### src/rtl/mt_arb_pkg.sv
// Shared types and constants for the MouseTrap per-output-port wormhole arbiter.
package mt_arb_pkg;

    typedef enum logic [1:0] {
        IDLE    = 2'd0,
        BUSY    = 2'd1,
        RELEASE = 2'd2
    } arb_state_e;

    function automatic int grant_idx_w(input int n);
        return (n > 1) ? $clog2(n) : 1;
    endfunction

    localparam arb_state_e RST_STATE   = IDLE;
    localparam logic       RST_PKT_EN  = 1'b0;
    localparam logic       RST_BUSY    = 1'b0;
    localparam logic       RST_WD_ABRT = 1'b0;
    localparam int         RST_RR_PTR  = 0;

endpackage

### src/rtl/rr_picker.sv
// Combinational round-robin picker: first set request at or above ptr_i, with wrap.
module rr_picker
    import mt_arb_pkg::*;
#(
    parameter int N = 4
) (
    input  logic [N-1:0]              req_i,
    input  logic [grant_idx_w(N)-1:0] ptr_i,
    output logic [N-1:0]              onehot_o,
    output logic [grant_idx_w(N)-1:0] idx_o,
    output logic                      any_req_o
);

    localparam int IW = grant_idx_w(N);

    logic [N-1:0]  rot;
    logic [IW-1:0] off;
    logic [IW:0]   sum;

    // Rotate so the pointer position lands at bit 0, then take the lowest set bit.
    always_comb begin
        any_req_o = |req_i;
        rot       = N'(({req_i, req_i} >> ptr_i));
        off       = '0;
        for (int k = N - 1; k >= 0; k--) begin
            if (rot[k]) off = IW'(k);
        end
        sum = {1'b0, ptr_i} + {1'b0, off};
        if (sum >= (IW + 1)'(N)) sum = sum - (IW + 1)'(N);
        idx_o    = sum[IW-1:0];
        onehot_o = any_req_o ? (N'(1) << idx_o) : '0;
    end

endmodule

### src/rtl/packet_output_arbiter.sv
// Wormhole output-port arbiter: grants on head, holds until tail, then round-robin release.
// Optional idle watchdog compiled in with PKT_ARB_WATCHDOG_EN.
module packet_output_arbiter
    import mt_arb_pkg::*;
#(
    parameter int NUM_INPORTS = 4,
    parameter int WD_CYCLES   = 64
) (
    input  logic                                clk_i,
    input  logic                                rst_n_i,
    input  logic [NUM_INPORTS-1:0]              head_req_i,
    input  logic                                out_ready_i,
    input  logic                                flit_pass_i,
    input  logic                                tail_pass_i,
    output logic [NUM_INPORTS-1:0]              grant_o,
    output logic [grant_idx_w(NUM_INPORTS)-1:0] grant_id_o,
    output logic                                packet_enable_o,
    output logic                                busy_o,
    output logic                                wd_abort_o,
    output arb_state_e                          dbg_state_o,
    output logic [grant_idx_w(NUM_INPORTS)-1:0] dbg_rr_ptr_o
);

    localparam int IW = grant_idx_w(NUM_INPORTS);

    arb_state_e             state_q, state_d;
    logic [NUM_INPORTS-1:0] grant_q, grant_d;
    logic [IW-1:0]          grant_id_q, grant_id_d;
    logic                   pkt_en_q, pkt_en_d;
    logic                   busy_q, busy_d;
    logic [IW-1:0]          rr_ptr_q, rr_ptr_d;

    logic [NUM_INPORTS-1:0] win_oh;
    logic [IW-1:0]          win_idx;
    logic                   any_req;
    logic                   wd_fire;

    rr_picker #(.N(NUM_INPORTS)) u_picker (
        .req_i     (head_req_i),
        .ptr_i     (rr_ptr_q),
        .onehot_o  (win_oh),
        .idx_o     (win_idx),
        .any_req_o (any_req)
    );

`ifdef PKT_ARB_WATCHDOG_EN
    localparam int WDW = $clog2(WD_CYCLES + 1);

    logic [WDW-1:0] wd_cnt_q, wd_cnt_d;
    logic           wd_abort_q, wd_abort_d;

    // Counts consecutive flit-less BUSY cycles; any flit or leaving BUSY clears it.
    always_comb begin
        wd_cnt_d = '0;
        wd_fire  = 1'b0;
        if (state_q == BUSY && !flit_pass_i) begin
            if (wd_cnt_q == WDW'(WD_CYCLES - 1)) wd_fire = 1'b1;
            else                                 wd_cnt_d = wd_cnt_q + 1'b1;
        end
        wd_abort_d = wd_fire;
    end

    always_ff @(posedge clk_i or negedge rst_n_i) begin
        if (!rst_n_i) begin
            wd_cnt_q   <= '0;
            wd_abort_q <= RST_WD_ABRT;
        end else begin
            wd_cnt_q   <= wd_cnt_d;
            wd_abort_q <= wd_abort_d;
        end
    end

    assign wd_abort_o = wd_abort_q;
`else
    logic wd_cycles_unused;
    assign wd_cycles_unused = WD_CYCLES[0];
    assign wd_fire          = 1'b0;
    assign wd_abort_o       = 1'b0;
`endif

    always_comb begin
        state_d    = state_q;
        grant_d    = grant_q;
        grant_id_d = grant_id_q;
        pkt_en_d   = pkt_en_q;
        rr_ptr_d   = rr_ptr_q;
        case (state_q)
            IDLE: begin
                if (any_req && out_ready_i) begin
                    state_d    = BUSY;
                    grant_d    = win_oh;
                    grant_id_d = win_idx;
                    pkt_en_d   = 1'b1;
                end
            end
            BUSY: begin
                // Head requests are deliberately ignored here: the worm owns the port.
                if ((flit_pass_i && tail_pass_i) || wd_fire) begin
                    state_d    = RELEASE;
                    grant_d    = '0;
                    grant_id_d = '0;
                    pkt_en_d   = 1'b0;
                    rr_ptr_d   = (grant_id_q == IW'(NUM_INPORTS - 1)) ? '0 : grant_id_q + 1'b1;
                end
            end
            RELEASE: state_d = IDLE;
            default: state_d = IDLE;
        endcase
        busy_d = (state_d != IDLE);
    end

    always_ff @(posedge clk_i or negedge rst_n_i) begin
        if (!rst_n_i) begin
            state_q    <= RST_STATE;
            grant_q    <= '0;
            grant_id_q <= '0;
            pkt_en_q   <= RST_PKT_EN;
            busy_q     <= RST_BUSY;
            rr_ptr_q   <= IW'(RST_RR_PTR);
        end else begin
            state_q    <= state_d;
            grant_q    <= grant_d;
            grant_id_q <= grant_id_d;
            pkt_en_q   <= pkt_en_d;
            busy_q     <= busy_d;
            rr_ptr_q   <= rr_ptr_d;
        end
    end

    assign grant_o         = grant_q;
    assign grant_id_o      = grant_id_q;
    assign packet_enable_o = pkt_en_q;
    assign busy_o          = busy_q;
    assign dbg_state_o     = state_q;
    assign dbg_rr_ptr_o    = rr_ptr_q;

endmodule

### config.mk
export PLATFORM = sky130hd
export DESIGN_NAME = packet_output_arbiter
export DESIGN_NICKNAME = d
export VERILOG_FILES = /design/src/rtl/mt_arb_pkg.sv /design/src/rtl/rr_picker.sv /design/src/rtl/packet_output_arbiter.sv
export SDC_FILE = /design/constraint.sdc
export NUM_CORES = 1
export LEC_CHECK = 0
export CELL_PAD_IN_SITES_DETAIL_PLACEMENT = 1
export CELL_PAD_IN_SITES_GLOBAL_PLACEMENT = 1
export CORE_UTILIZATION = 34
export DETAILED_ROUTE_END_ITERATION = 6
export PLACE_DENSITY_LB_ADDON = 0.25
export SLEW_MARGIN = 20
export SYNTH_ARGS = -nofsm -noshare
export SYNTH_HDL_FRONTEND = slang
export SYNTH_SLANG_ARGS = --single-unit
### constraint.sdc
create_clock -name clk_i -period 3.34 [get_ports clk_i]
set_input_delay 0.668 -clock clk_i [delete_from_list [all_inputs] [get_ports clk_i]]
set_output_delay 0.668 -clock clk_i [all_outputs]
set_load 0.005 [all_outputs]
# Yosys cells after proc, flatten, opt, wreduce, memory -nomap -nowiden

Index checks and enable logic that the tools add are counted.

Output and inout bits: 13
Bits in registers: 12
Bits of input ports: 9

Reduce and logical (&&, ||, !) cells: 8
Equality and inequality tests: 4
Shift-type cells: 2
Add/subtract/negate cells: 3
Muxes and demuxes: 19
Magnitude comparators: 1

Operators with widths:

| cell                                                      | count |
|---|---|
| 2-to-1 mux 2 bit                                          | 10 |
| 2-to-1 mux 4 bit                                          | 3 |
| one-hot mux 2 bit (2 select lines)                        | 2 |
| one-hot mux 4 bit (2 select lines)                        | 1 |
| right shift 8 x 2 -> 4 bit                                | 1 |
| != test 2 bit (second input constant)                     | 2 |
| nonzero test 2 bit                                        | 2 |
| OR reduction 4 bit                                        | 1 |
| left shift 1 x 2 -> 4 bit (first input constant)          | 1 |
| adder 2 x 2 -> 3 bit                                      | 1 |
| greater-or-equal comparator 3 bit (second input constant) | 1 |
| AND reduction 3 bit                                       | 1 |
| adder 2 x 1 -> 2 bit (second input constant)              | 1 |
| equality test 2 x 1 -> 1 bit (second input constant)      | 1 |
| equality test 2 bit (second input constant)               | 1 |
| logical AND 1 bit                                         | 2 |
| zero test 2 bit                                           | 1 |
| 2-to-1 mux 1 bit                                          | 2 |
| one-hot mux 1 bit (2 select lines)                        | 1 |
| AND reduction 2 bit                                       | 1 |
| subtractor 2 x 1 -> 2 bit (second input constant)         | 1 |

# Longest topological paths before layout

Depth in word-level cells: 12
Mapped depth: 9
Mapped depth without buffers: 8

# Hierarchy

A second synthesis with hierarchy kept.

Cell total of the unflattened synthesis: 76
Area total of the unflattened synthesis: 765.7 um^2

By module, submodules not included:

| module                | area an instance (um^2) | seq. area each (um^2) | instances | cells each |
|---|---|---|---|---|
| packet_output_arbiter | 500.5                   | 300.3                 | 1         | 38 |
| rr_picker             | 265.3                   | 0.0                   | 1         | 38 |

# Least setup slack after synthesis

No wires, ideal clock.

Path kind: input-to-reg
From: in head_req_i[3]
To: reg grant_q[2] (netlist: grant_o[2])
Stages on the path: 8
Buffers on the path: 0
Arrival time: 1.872 ns
Required time: 3.201 ns
Slack: 1.329 ns
Path through: nor2b_1 -> a21oi_1 -> o22ai_1 -> o21a_1 -> ha_1 -> xor2_1 -> xnor2_1 -> o21ai_0

Word-level cells in the longest chain between the ends: 12
Elaborated cells between the ends (all ways): 17

RTL lines:

| what                                                                           | RTL line                     | source |
|---|---|---|
| from (decl)                                                                    | packet_output_arbiter.sv:11  | `input logic [NUM_INPORTS-1:0] head_req_i,` |
| right shift 8 x 2 -> 4 bit                                                     | rr_picker.sv:23              | `rot = N'(({req_i, req_i} >> ptr_i));` |
| 2-to-1 mux 2 bit (4 in a row)                                                  | rr_picker.sv:26              | `if (rot[k]) off = IW'(k);` |
| adder 2 x 2 -> 3 bit                                                           | rr_picker.sv:28              | `sum = {1'b0, ptr_i} + {1'b0, off};` |
| greater-or-equal comparator 3 bit or subtractor 2 x 1 -> 2 bit (tied branches) | rr_picker.sv:29              | `if (sum >= (IW + 1)'(N)) sum = sum - (IW + 1)'(N);` |
| 2-to-1 mux 2 bit                                                               | rr_picker.sv:29              |  |
| left shift 1 x 2 -> 4 bit                                                      | rr_picker.sv:31              | `onehot_o = any_req_o ? (N'(1) << idx_o) : '0;` |
| 2-to-1 mux 4 bit                                                               | rr_picker.sv:31              |  |
| 2-to-1 mux 4 bit                                                               | packet_output_arbiter.sv:89  | `if (any_req && out_ready_i) begin` |
| one-hot mux 4 bit (2 select lines)                                             | packet_output_arbiter.sv:87  | `case (state_q)` |
| to (signal assigned)                                                           | packet_output_arbiter.sv:122 | `grant_q <= grant_d;` |
| to (decl)                                                                      | packet_output_arbiter.sv:27  | `logic [NUM_INPORTS-1:0] grant_q, grant_d;` |

Parallel ways exist; a longest one is shown, timed or not. The select of a mux whose other input is x is not followed.
A chain may end at the register's enable or synchronous reset.

# Worst setup path in the final report

From: in head_req_i[2]
To: reg grant_q[2] (netlist: grant_o[2])

The elaborated chain is that of the path after synthesis.

==> metrics.yaml <==
status: "finished clean"
grt_max_degree: 14
wire_per_inst_um: 13.46
reg2reg_to: "grant_o[2]$_DFFE_PN0P_"
clkTransAtPathRegs_ns: 0.07
ant_nets: 0
grt_usage_pct: 17.30
num_vias: 578
fin_setup_tns_ns: 0
antenna_found_initial: 0
synth.area.top_cells: "dfrtp_1 (46%), nand2_1 (5.7%), ha_1 (3.8%), a32o_1 (3.0%), nand3_1 (3.0%)"
syn_area_um2: 658.1
antennaDiodeCount: 0
cts_setup_buffers: 0
viasPerCell: 5.161
fin_crit_sh_pct: 77.13
report.final.slew_viol_count: 0
hp-class: "flop to flop"
rr_worst_depth: 8
avgSynthCellArea_um2: 9.678
finalSetupViolCount: 0
max_cap_viol_count: 0
total_power_uw: 693.1
yosys.area.top_type: "dfrtp_1"
relSlewSlack_pct: 64.53
hold_buffers: 0
cp.arrival_ns: 2.72
die_w_um: 46.00
hold_slack_ns: 0.4873
synth.distinct_cells: 32
fmax_mhz: 388.2
cts_resized: 0
dieArea_um2: 2116
multiInputGateArea_um2: 322.8
fill_cells: 226
synth_seq_cells: 12
dieHeight_um: 46.00
rsz0062_at_grt: "no"
io_buffer_count: 20
clkSinkCount: 12
p_leak_nw: 0.3784
drc: 0
fin_crit_ns: 2.576
cts_tree: "yes"
nNetsFinal: 100
worst_clock_skew_ns: 0.004831
drtPass1Iterations: 3
insertion_delay_ns: 0.27
cp.required_ns: 3.48
tightest_slew_ns: 0.5305
globalRouteOverflowTotal: 0
power_density_nw_per_um2: 780.2
cp-end-kind: "flop"
grt_pass1_vias: 568
cts_buffer_depth: 2
hold_viol: 0
worst-setup-path-type: "primary input to flop"
syn_to_final_growth_pct: 34.98
cts-root-buf: "clkbuf_4"
initial_utilization_pct: 37.30
cp-start-kind: "primary input"
cts.htree.levels: 1
yosysWarnings: 0
reg2reg_setup_slack_ns: 1.28
place_hpwl_um: 1166
cp_max_fo: 8
grt_pass1_wl_um: 2546
syn_nets: 79
peakVddDrop_mv: 0.3099
core_um2: 1764
drt_iter0_drc: 2
drive_gt1_share_pct: 6.897
routabilityCongestion: 0.7609
netlist_instances: 68
r2r-start: "dbg_rr_ptr_o[1]$_DFFE_PN0P_"
endpoint: "grant_o[2]$_DFFE_PN0P_"
rows: 15
seq_area_um2: 300.3
numCtsBuffers: 3
ys_seq_area_share_pct: 45.63
io_pins: 22
cp-startpoint: "head_req_i[2]"
synth_top_area_share_pct: 45.63
wl_um: 1508
[worst min path at each step]
stage / end / slack, ns / startpoint / cells after the start
after floorplan: busy_o$_DFF_PN0_ / 0.37 / rst_n_i / 0
after global placement: packet_enable_o$_DFFE_PN0P_ / 0.47 / packet_enable_o$_DFFE_PN0P_ / 2
after detailed placement: packet_enable_o$_DFFE_PN0P_ / 0.48 / packet_enable_o$_DFFE_PN0P_ / 2
after CTS: packet_enable_o$_DFFE_PN0P_ / 0.49 / packet_enable_o$_DFFE_PN0P_ / 2
after global routing: packet_enable_o$_DFFE_PN0P_ / 0.53 / packet_enable_o$_DFFE_PN0P_ / 2
final: packet_enable_o$_DFFE_PN0P_ / 0.49 / packet_enable_o$_DFFE_PN0P_ / 2
[layout make-up]
cell class / instances / area share, %
Tap cell: 25 / 3.521
Multi-Input combinational cell: 49 / 36.34
Sequential cell: 12 / 33.80
Clock buffer: 3 / 2.535
Inverter: 3 / 1.268
Timing Repair Buffer: 20 / 22.54
[worst max-delay path, stage by stage]
cell             delay (ns)
clkdlybuf4s50_1        0.63
nand2_1                0.09
a21oi_1                0.17
o22ai_1                0.09
o21a_1                 0.18
ha_1                   0.18
xor2_1                 0.15
xnor2_1                0.39
o21ai_0                0.16
[kinds of logic after synthesis]
| family | count (synthesis) | synth area share (%) |
|---|---|---|
| simple gates | 27 | 22.05 |
| compound gates | 16 | 18.25 |
| flops | 12 | 45.63 |
| buf+inv | 7 | 5.321 |
| fa+ha+maj | 2 | 3.802 |
| xor+xnor | 2 | 2.662 |
| other cells | 1 | 0.5698 |
| mux | 1 | 1.711 |
[layer usage]
layer / up-vias / GRT usage (%) / share of wire [%]
met5: - / 0 / 0
met2: 14 / 28.17 / 49
met4: 0 / 8.824 / 2.1
met1: 280 / 20.90 / 44
li1: 279 / - / -
met3: 5 / 4.365 / 4.9
[through the flow]
| stage | setup slack, ns | utilization [%] | area (um2) | instances |
|---|---|---|---|---|
| 3_5_place_dp | 0.4527 | 49.08 | 865.8 | 109 |
| 2_1_floorplan | 1.329 | - | 658.1 | 68 |
| 5_1_grt | 0.5079 | 50.35 | 888.4 | 112 |
| 3_3_place_gp | 0.5036 | 49.08 | 865.8 | 109 |
| 6_report | 0.7639 | 50.35 | 888.4 | 112 |
| 4_1_cts | 0.7469 | 50.35 | 888.4 | 112 |
[cells in the final DEF, fill, tap and decap left out, types with 3 or more instances in the layout]
cell,instances
clkbuf_4,3
clkdlybuf4s50_1,20
dfrtp_1,12
inv_1,3
nand2_1,10
nand3_1,4
nor2_1,3
o21ai_0,3
[synthesized netlist by cell type]
library cell / instances
dfrtp_1: 12
nand2_1: 10
nand3_1: 4
inv_1: 3
nor2_1: 3
o21ai_0: 3
a21oi_1: 2
a32o_1: 2
buf_4: 2
ha_1: 2
nand3b_1: 2
nor2b_1: 2
o211ai_1: 2
a2bb2oi_1: 1
a31o_2: 1
and2_1: 1
buf_2: 1
clkbuf_1: 1
conb_1: 1
mux2_1: 1
nand2b_1: 1
nand4b_1: 1
nor3b_1: 1
nor3b_2: 1
o21a_1: 1
o22ai_1: 1
o311ai_1: 1
o31ai_1: 1
o31ai_2: 1
or4_1: 1
xnor2_1: 1
xor2_1: 1
[state kept, by name, summed over array words and instances (netlist names)]
name and cells:
grant_id_o 2, dbg_state_o 2, dbg_rr_ptr_o 2, busy_o 1
packet_enable_o 1, grant_o 4
[where the power goes]
group          leakage [nW]  switching, mW  total, mW  internal [mW]
Clock                0.0138         0.0463     0.0880         0.0417
Sequential            0.152         0.0601      0.262          0.202
Combinational         0.212          0.152      0.343          0.191
Note: power is estimated with default switching activity, not from simulation.
